**config.mk**
```make
export PLATFORM = sky130hd
export DESIGN_NAME = johnson_seq_ctrl_flat
export DESIGN_NICKNAME = d
export VERILOG_FILES = /design/src/rtl/johnson_seq_ctrl_if.sv /design/src/rtl/johnson_seq_ctrl.sv /design/src/flat_wrapper.sv
export SDC_FILE = /design/constraint.sdc
export NUM_CORES = 1
export LEC_CHECK = 0
export BUFFER_PORTS_ARGS = -buffer_cell sky130_fd_sc_hd__buf_4
export CORE_MARGIN = 3
export CORE_UTILIZATION = 45
export CTS_BUF_LIST = sky130_fd_sc_hd__clkbuf_4 sky130_fd_sc_hd__clkbuf_8
export CTS_CLUSTER_DIAMETER = 30
export DETAILED_ROUTE_END_ITERATION = 12
export PLACE_DENSITY = 0.67
export REMOVE_ABC_BUFFERS = 1
export SKIP_CTS_REPAIR_TIMING = 1
export SLEW_MARGIN = 40
export SYNTH_ARGS = -nofsm -noshare
export SYNTH_HDL_FRONTEND = slang
export SYNTH_SLANG_ARGS = --single-unit
```
**constraint.sdc**
```tcl
create_clock -name clk -period 2 [get_ports clk]
set_input_delay 0.2 -clock clk [delete_from_list [all_inputs] [get_ports clk]]
set_output_delay 0.2 -clock clk [all_outputs]
set_load 0.1 [all_outputs]
```
**src/rtl/johnson_seq_ctrl_if.sv**
```systemverilog
// johnson_seq_ctrl_if: control/status bundle between a sequencer and its controller
interface johnson_seq_ctrl_if #(parameter int WIDTH = 4, parameter int CNT_W = 8);
  logic start, stop, mode, dir;
  logic [CNT_W-1:0] num_cycles;
  logic [WIDTH-1:0] q;
  logic [2*WIDTH-1:0] phase_en;
  logic busy, wrap, done, err;
  modport master (output start, stop, mode, dir, num_cycles, input q, phase_en, busy, wrap, done, err);
  modport slave (input start, stop, mode, dir, num_cycles, output q, phase_en, busy, wrap, done, err);
endinterface

```
**src/rtl/johnson_seq_ctrl.sv**
```systemverilog
// johnson_seq_ctrl: Johnson ring sequencer with burst/continuous modes and phase enables
// Optional JOHNSON_SELF_CORRECT_EN: illegal ring codes are forced back to zero with an err pulse.
module johnson_seq_ctrl #(parameter int WIDTH = 4, parameter int CNT_W = 8) (
  input logic clk,
  input logic rst,
  johnson_seq_ctrl_if.slave bus
);
  localparam int IW = $clog2(2*WIDTH);
  localparam logic [IW-1:0] LAST = IW'(2*WIDTH-1);
  typedef enum logic [1:0] {IDLE, RUN, STOPPING} state_t;
  state_t state, state_n;
  logic [WIDTH-1:0] q_r, q_n, q_adv;
  logic [IW-1:0] idx, idx_n, idx_adv;
  logic [CNT_W-1:0] cnt, cnt_n;
  logic [2*WIDTH-1:0] pe_r, pe_n;
  logic mode_l, mode_n, dir_l, dir_n;
  logic busy_r, busy_n, wrap_r, wrap_n, done_r, done_n, err_r, err_n;
  logic illegal;
  assign q_adv = dir_l ? {~q_r[0], q_r[WIDTH-1:1]} : {q_r[WIDTH-2:0], ~q_r[WIDTH-1]};
  assign idx_adv = dir_l ? (idx == '0 ? LAST : idx - IW'(1)) : (idx == LAST ? '0 : idx + IW'(1));
`ifdef JOHNSON_SELF_CORRECT_EN
  logic [WIDTH-1:0] q_inv;
  assign q_inv = ~q_r;
  // legal codes are a run of ones from bit 0, or a run of zeros from bit 0
  assign illegal = ((q_r & (q_r + WIDTH'(1))) != '0) && ((q_inv & (q_inv + WIDTH'(1))) != '0);
`else
  assign illegal = 1'b0;
`endif
  always_comb begin
    state_n = state;
    q_n = q_r;
    idx_n = idx;
    cnt_n = cnt;
    pe_n = pe_r;
    mode_n = mode_l;
    dir_n = dir_l;
    busy_n = busy_r;
    wrap_n = 1'b0;
    done_n = 1'b0;
    err_n = 1'b0;
    if (state == IDLE) begin
      if (bus.start && !bus.stop) begin
        state_n = RUN;
        busy_n = 1'b1;
        mode_n = bus.mode;
        dir_n = bus.dir;
        cnt_n = bus.num_cycles == '0 ? CNT_W'(1) : bus.num_cycles;
        q_n = '0;
        idx_n = '0;
        pe_n = (2*WIDTH)'(1);
      end
    end else if (illegal) begin
      q_n = '0;
      idx_n = '0;
      pe_n = (2*WIDTH)'(1);
      err_n = 1'b1;
    end else if (state == RUN && bus.stop && q_r == '0 && idx == '0) begin
      state_n = IDLE;
      busy_n = 1'b0;
      pe_n = '0;
      done_n = 1'b1;
    end else begin
      q_n = q_adv;
      idx_n = idx_adv;
      pe_n = (2*WIDTH)'(1) << idx_adv;
      state_n = (state == RUN && bus.stop) ? STOPPING : state;
      if (q_adv == '0) begin
        wrap_n = 1'b1;
        cnt_n = mode_l ? cnt : cnt - CNT_W'(1);
        // a stop that lands on the wrap edge ends the sequence right there
        if (state == STOPPING || bus.stop || (!mode_l && cnt == CNT_W'(1))) begin
          state_n = IDLE;
          busy_n = 1'b0;
          pe_n = '0;
          done_n = 1'b1;
        end
      end
    end
  end
  always_ff @(posedge clk or negedge rst) begin
    if (!rst) begin
      state <= IDLE;
      q_r <= '0;
      idx <= '0;
      cnt <= '0;
      pe_r <= '0;
      mode_l <= 1'b0;
      dir_l <= 1'b0;
      busy_r <= 1'b0;
      wrap_r <= 1'b0;
      done_r <= 1'b0;
      err_r <= 1'b0;
    end else begin
      state <= state_n;
      q_r <= q_n;
      idx <= idx_n;
      cnt <= cnt_n;
      pe_r <= pe_n;
      mode_l <= mode_n;
      dir_l <= dir_n;
      busy_r <= busy_n;
      wrap_r <= wrap_n;
      done_r <= done_n;
      err_r <= err_n;
    end
  end
  assign bus.q = q_r;
  assign bus.phase_en = pe_r;
  assign bus.busy = busy_r;
  assign bus.wrap = wrap_r;
  assign bus.done = done_r;
  assign bus.err = err_r;
endmodule

```
**src/flat_wrapper.sv**
```systemverilog
// flat-port wrapper written by rule: the top's interface ports become plain ports
module johnson_seq_ctrl_flat 
#(parameter int WIDTH = 4, parameter int CNT_W = 8)
  (clk, rst, bus_start, bus_stop, bus_mode, bus_dir, bus_num_cycles, bus_q, bus_phase_en, bus_busy, bus_wrap, bus_done, bus_err);
  johnson_seq_ctrl_if #(.WIDTH(WIDTH), .CNT_W(CNT_W)) bus_i ();
  input logic clk;
  input logic rst;
  input wire logic [$bits(bus_i.start)-1:0] bus_start;
  input wire logic [$bits(bus_i.stop)-1:0] bus_stop;
  input wire logic [$bits(bus_i.mode)-1:0] bus_mode;
  input wire logic [$bits(bus_i.dir)-1:0] bus_dir;
  input wire logic [$bits(bus_i.num_cycles)-1:0] bus_num_cycles;
  output wire logic [$bits(bus_i.q)-1:0] bus_q;
  output wire logic [$bits(bus_i.phase_en)-1:0] bus_phase_en;
  output wire logic [$bits(bus_i.busy)-1:0] bus_busy;
  output wire logic [$bits(bus_i.wrap)-1:0] bus_wrap;
  output wire logic [$bits(bus_i.done)-1:0] bus_done;
  output wire logic [$bits(bus_i.err)-1:0] bus_err;
  assign bus_i.start = bus_start;
  assign bus_i.stop = bus_stop;
  assign bus_i.mode = bus_mode;
  assign bus_i.dir = bus_dir;
  assign bus_i.num_cycles = bus_num_cycles;
  assign bus_q = bus_i.q;
  assign bus_phase_en = bus_i.phase_en;
  assign bus_busy = bus_i.busy;
  assign bus_wrap = bus_i.wrap;
  assign bus_done = bus_i.done;
  assign bus_err = bus_i.err;
  johnson_seq_ctrl #(.WIDTH(WIDTH), .CNT_W(CNT_W)) u_core (.clk(clk), .rst(rst), .bus(bus_i));
endmodule
```
### Word level (Yosys, flattened, before mapping)

Cells that the tools add are included.

| word-level totals | value |
|---|---|
| flip-flop bits (word level) | 30 |
| output and inout port bits | 16 |

| operators by class | value |
|---|---|
| reductions and logical operators | 21 |
| equality and inequality tests | 7 |
| $add $sub $neg | 3 |
| shift-type cells | 1 |
| bitwise logic cells | 2 |
| multiplexer cells | 39 |

Operators by type and width:

| kind | number |
|---|---|
| 2-to-1 mux 8 bit | 11 |
| 2-to-1 mux 3 bit | 6 |
| 2-to-1 mux 4 bit | 4 |
| 2-to-1 mux 1 bit | 12 |
| 2-to-1 mux 2 bit | 6 |
| equality test 8 x 1 -> 1 bit, second input constant | 1 |
| logical NOT 4 bit | 2 |
| logical NOT 8 bit | 1 |
| left shift 1 x 3 -> 8 bit, first input constant | 1 |
| subtractor 8 x 1 -> 8 bit, second input constant | 1 |
| nonzero test 3 bit | 2 |
| logical AND 1 bit | 5 |
| != test 2 bit, second input constant | 2 |
| AND reduction 2 bit | 2 |
| AND reduction 4 bit | 1 |
| adder 3 x 1 -> 3 bit, second input constant | 1 |
| equality test 3 bit, second input constant | 1 |
| logical NOT 3 bit | 1 |
| AND reduction 3 bit | 1 |
| subtractor 3 x 1 -> 3 bit, second input constant | 1 |
| equality test 2 x 1 -> 1 bit, second input constant | 1 |
| equality test 2 bit, second input constant | 1 |
| logical NOT 1 bit | 2 |
| logical NOT 2 bit | 1 |
| 4 further kinds | 6 |

### Logic depth before layout (Yosys ltp)

| logic depth | value |
|---|---|
| word-level depth | 8 |
| gate-level depth with buffers | 8 |
| gate-level depth less buffers | 7 |

### Worst setup path after synthesis

Ideal clock, no wire load.

| timing | value |
|---|---|
| kind | flip-flop to flip-flop |
| from | register u_core.q_r[3], in the netlist u_core.bus.q[3] |
| to | register u_core.cnt[0] |
| path buffers | 0 |
| data required time | 1.879 ns |
| setup time | 0.121 ns |
| setup slack | -0.159 ns |
| cell stages (with the launch flop) | 6 |
| clock period less this slack | 2.159 ns |
| data arrival time | 2.038 ns |
| cell sequence | dfrtp_1 > nor3b_2 > o21ai_2 > o31ai_4 > o21ai_1 > a22o_1 |

| on the way | value |
|---|---|
| longest elaborated chain between the ends | 5 |
| elaborated cells on any way between the ends | 9 |

RTL lines:

| element | RTL line | source |
|---|---|---|
| start: declaration | johnson_seq_ctrl.sv:12 | `logic [WIDTH-1:0] q_r, q_n, q_adv;` |
| start signal: assignment | johnson_seq_ctrl.sv:95 | `q_r <= q_n;` |
| logical NOT 4 bit / NOT 1 bit (equally long branches) | johnson_seq_ctrl.sv:57, johnson_seq_ctrl.sv:19 |  |
| logical AND 1 bit / 2-to-1 mux 4 bit (equally long branches) | johnson_seq_ctrl.sv:57, johnson_seq_ctrl.sv:19 |  |
| logical AND 1 bit / logical NOT 4 bit (equally long branches) | johnson_seq_ctrl.sv:57, johnson_seq_ctrl.sv:67 |  |
| != test 2 x 1 -> 1 bit (no source line) / nonzero test 2 bit (equally long branches) | n/a |  |
| AND reduction 4 bit (no source line) * | n/a |  |
| end signal: assignment | johnson_seq_ctrl.sv:97 | `cnt <= cnt_n;` |
| end: declaration | johnson_seq_ctrl.sv:14 | `logic [CNT_W-1:0] cnt, cnt_n;` |

Mark *: on every way between the ends. The rest lies on a longest branch, timed or not.
A chain may end at the register's enable or synchronous reset.

### Final worst setup path

| timing | value |
|---|---|
| from | register u_core.cnt[1] |
| to | register u_core.cnt[6] |

| on the way | value |
|---|---|
| longest elaborated chain between the ends | 5 |

RTL lines:

| element | RTL line | source |
|---|---|---|
| subtractor 8 x 1 -> 8 bit | johnson_seq_ctrl.sv:69 | `cnt_n = mode_l ? cnt : cnt - CNT_W'(1);` |
| 2-to-1 mux 8 bit | johnson_seq_ctrl.sv:69 |  |
| 2-to-1 mux 8 bit | johnson_seq_ctrl.sv:67 | `if (q_adv == '0) begin` |
| 2-to-1 mux 8 bit | johnson_seq_ctrl.sv:57 | `end else if (state == RUN && bus.stop && q_r == '0 && idx == '0) begin` |
| 2-to-1 mux 8 bit | johnson_seq_ctrl.sv:41 | `if (state == IDLE) begin` |

Every way passes these cells. The select of a mux whose other input is x is not followed.

==> impl_metrics.toml <==
[global_routing]
grt_use_total = 0.188
grt_max_degree = 31
grt_pass1_wl_um = 6150
overflow = 0
grt_pass1_vias = 1337
antenna_found_initial = 0

[synthesis]
avgSynthCellArea_um2 = 9.84
synth_top_cell_by_area = "dfrtp_1"
ys.warnings.count = 0
seq_area_frac_synth = 0.460
yosysMostFrequentCell = "dfrtp_1"
synthFlopType = "dfrtp_1"
ys_ff_latch = 30
synth.distinct_cells = 43
async_flop_share = 1.00
netlist_area_mm2 = 0.00163
synth_top_area_frac = 0.460
synth_area_leaders = "dfrtp_1 (46%), a21oi_1 (4.9%), ha_1 (4.6%)"
yosys-top-cells-count = "dfrtp_1 (30), a21oi_1 (16), nor2_1 (13)"
postSynthCellCount = 166
synth-edff-count = 0

[die]
core_area_mm2 = 0.00342
ioPinCount = 30
fp.dieW_um = 66.2
fp.dieH_um = 66.2
num_rows = 21
dieArea_mm2 = 0.00439
initial_core_util = 0.478

[sta]
max_clock_freq_ghz = 0.545
maxSlewViolCount = 0
setup_viol = 0
fin_ws_ns = 0.164
rsz0062_at_grt = "no"
final.period_utilization = 0.918
skew_ns = 0.0125
hold_violations = 0
min_period_ns = 1.84

[worst_setup_path]
endpoint_kind = "flop"
critPathRequiredTime_ns = 2.23
cp_max_fo = 4
critPathLaunch = "u_core.cnt[1]"
rr_startpoint = "u_core.cnt[1]"
start_kind = "flop"
crit_type = "reg2reg"
cp.arrival_ns = 2.06

[clock_tree]
cts_tree = "done"
cts_root_buffer = "clkbuf_4"
clock_latency_ns = 0.33
cts-buffers-inserted = 5
clk_pin_slew_worst_paths_ns = 0.10
numClockSinks = 30
htree_levels = 2
clockBufferDepth = 2

[routing]
drt_pass1_iterations = 4
drt-total-wl_um = 3620
drt-initial-drc-count = 52
num_vias = 1378
viasPerCell = 5.53
wl_per_cell_um = 14.5
antenna_left = 0
drc = 0

[placement]
globalplace.congestion = 0.831
io_buffer_count = 28
dp_hpwl_um = 2720
place_ws_ns = 0.181

[run]
maxCapViolCount = 0

[finish]
syn_to_final_growth_pct = 22.6
drive_gt1_frac = 0.286
nets = 223
diodes = 0

[outcome]
outcome = "completed"

[worst_hold_path]
hp-class = "in2reg"
hold_start = "bus_mode"
==> worst paths after layout <==
kind / end / slack (ns) / depth (start not counted)
max: u_core.cnt[6] / 0.16 / 6
min: u_core.mode_l / 0.1 / 2
max reg2reg: u_core.cnt[6] / 0.16 / 6
min reg2reg: u_core.bus.phase_en[3] / 0.50 / 1
max in group asynchronous: u_core.bus.wrap / 1.39 / 2
min in group asynchronous: u_core.state[1] / 0.32 / 2
==> sequential cells by signal, indices dropped and copies added, names as in the netlist <==
register and count:
u_core.state 2, u_core.mode_l 1, u_core.bus.busy 1, u_core.bus.wrap 1
u_core.bus.phase_en 8, u_core.dir_l 1, u_core.bus.done 1, u_core.cnt 8
u_core.bus.q 4, u_core.idx 3
==> critical path: stages (launching register included) <==
cell	delay, ns
dfrtp_1	0.42
inv_1	0.09
ha_1	0.18
or3b_1	0.40
or3_1	0.36
o22ai_1	0.19
a21oi_2	0.08
==> layout make-up <==
class / count / area (µm²)
Fill cell: 309 / 1410
Multi-Input combinational cell: 120 / 802
Sequential cell: 30 / 751
Timing Repair Buffer: 36 / 273
Tap cell: 46 / 57.6
Clock buffer: 6 / 51.3
Inverter: 10 / 37.5
Clock inverter: 1 / 30.0
==> layer usage <==
layer  wire length [µm]  vias to the layer above  global-route usage
met3                169                        6              0.0527
met4                 45                        0              0.0812
li1                   -                      675                   -
met5                  0                        -                   0
met1               1590                      662               0.226
met2               1810                       35               0.314
==> per-stage QoR <==
stage / instances / util / area [µm²] / TNS, ns / hold WS, ns
after global routing: 249 / 0.586 / 2000 / 0 / 0.0808
after CTS: 248 / 0.583 / 1990 / 0 / -0.224
final: 249 / 0.586 / 2000 / 0 / 0.0955
after detailed placement: 241 / 0.559 / 1910 / 0 / 0.152
after global placement: 241 / 0.559 / 1910 / 0 / 0.150
after floorplan: 160 / - / 1590 / -1.97 / -0.0956
==> cells by family (layout without fill, tap and decap cells) <==
| logic type | count (synthesis) | in the layout | synth area share |
|---|---|---|---|
| AO/OA/AOI/OAI | 50 | 50 | 0.217 |
| XOR/XNOR | 2 | 2 | 0.0107 |
| adder cells (fa/ha/maj) | 6 | 6 | 0.0460 |
| buffers and inverters | 16 | 53 | 0.0490 |
| flip-flops | 30 | 30 | 0.460 |
| multiplexers | 7 | 7 | 0.0444 |
| other | 1 | 1 | 0.00230 |
| AND/OR/NAND/NOR | 54 | 54 | 0.171 |
==> cell usage in the layout, fill, tap and decap left out, drive strengths merged, types with 5 or more instances in the layout <==
cell    count
o21ai       9
buf        35
nand2      12
a21oi      20
a32o        7
nor2       15
nand3       9
ha          6
dfrtp      30
inv        10
mux2i       5
clkbuf      6
nor2b       5
Power is not shown: default switching activity piles up to over one toggle a cycle in this logic, so the estimate is an artifact.
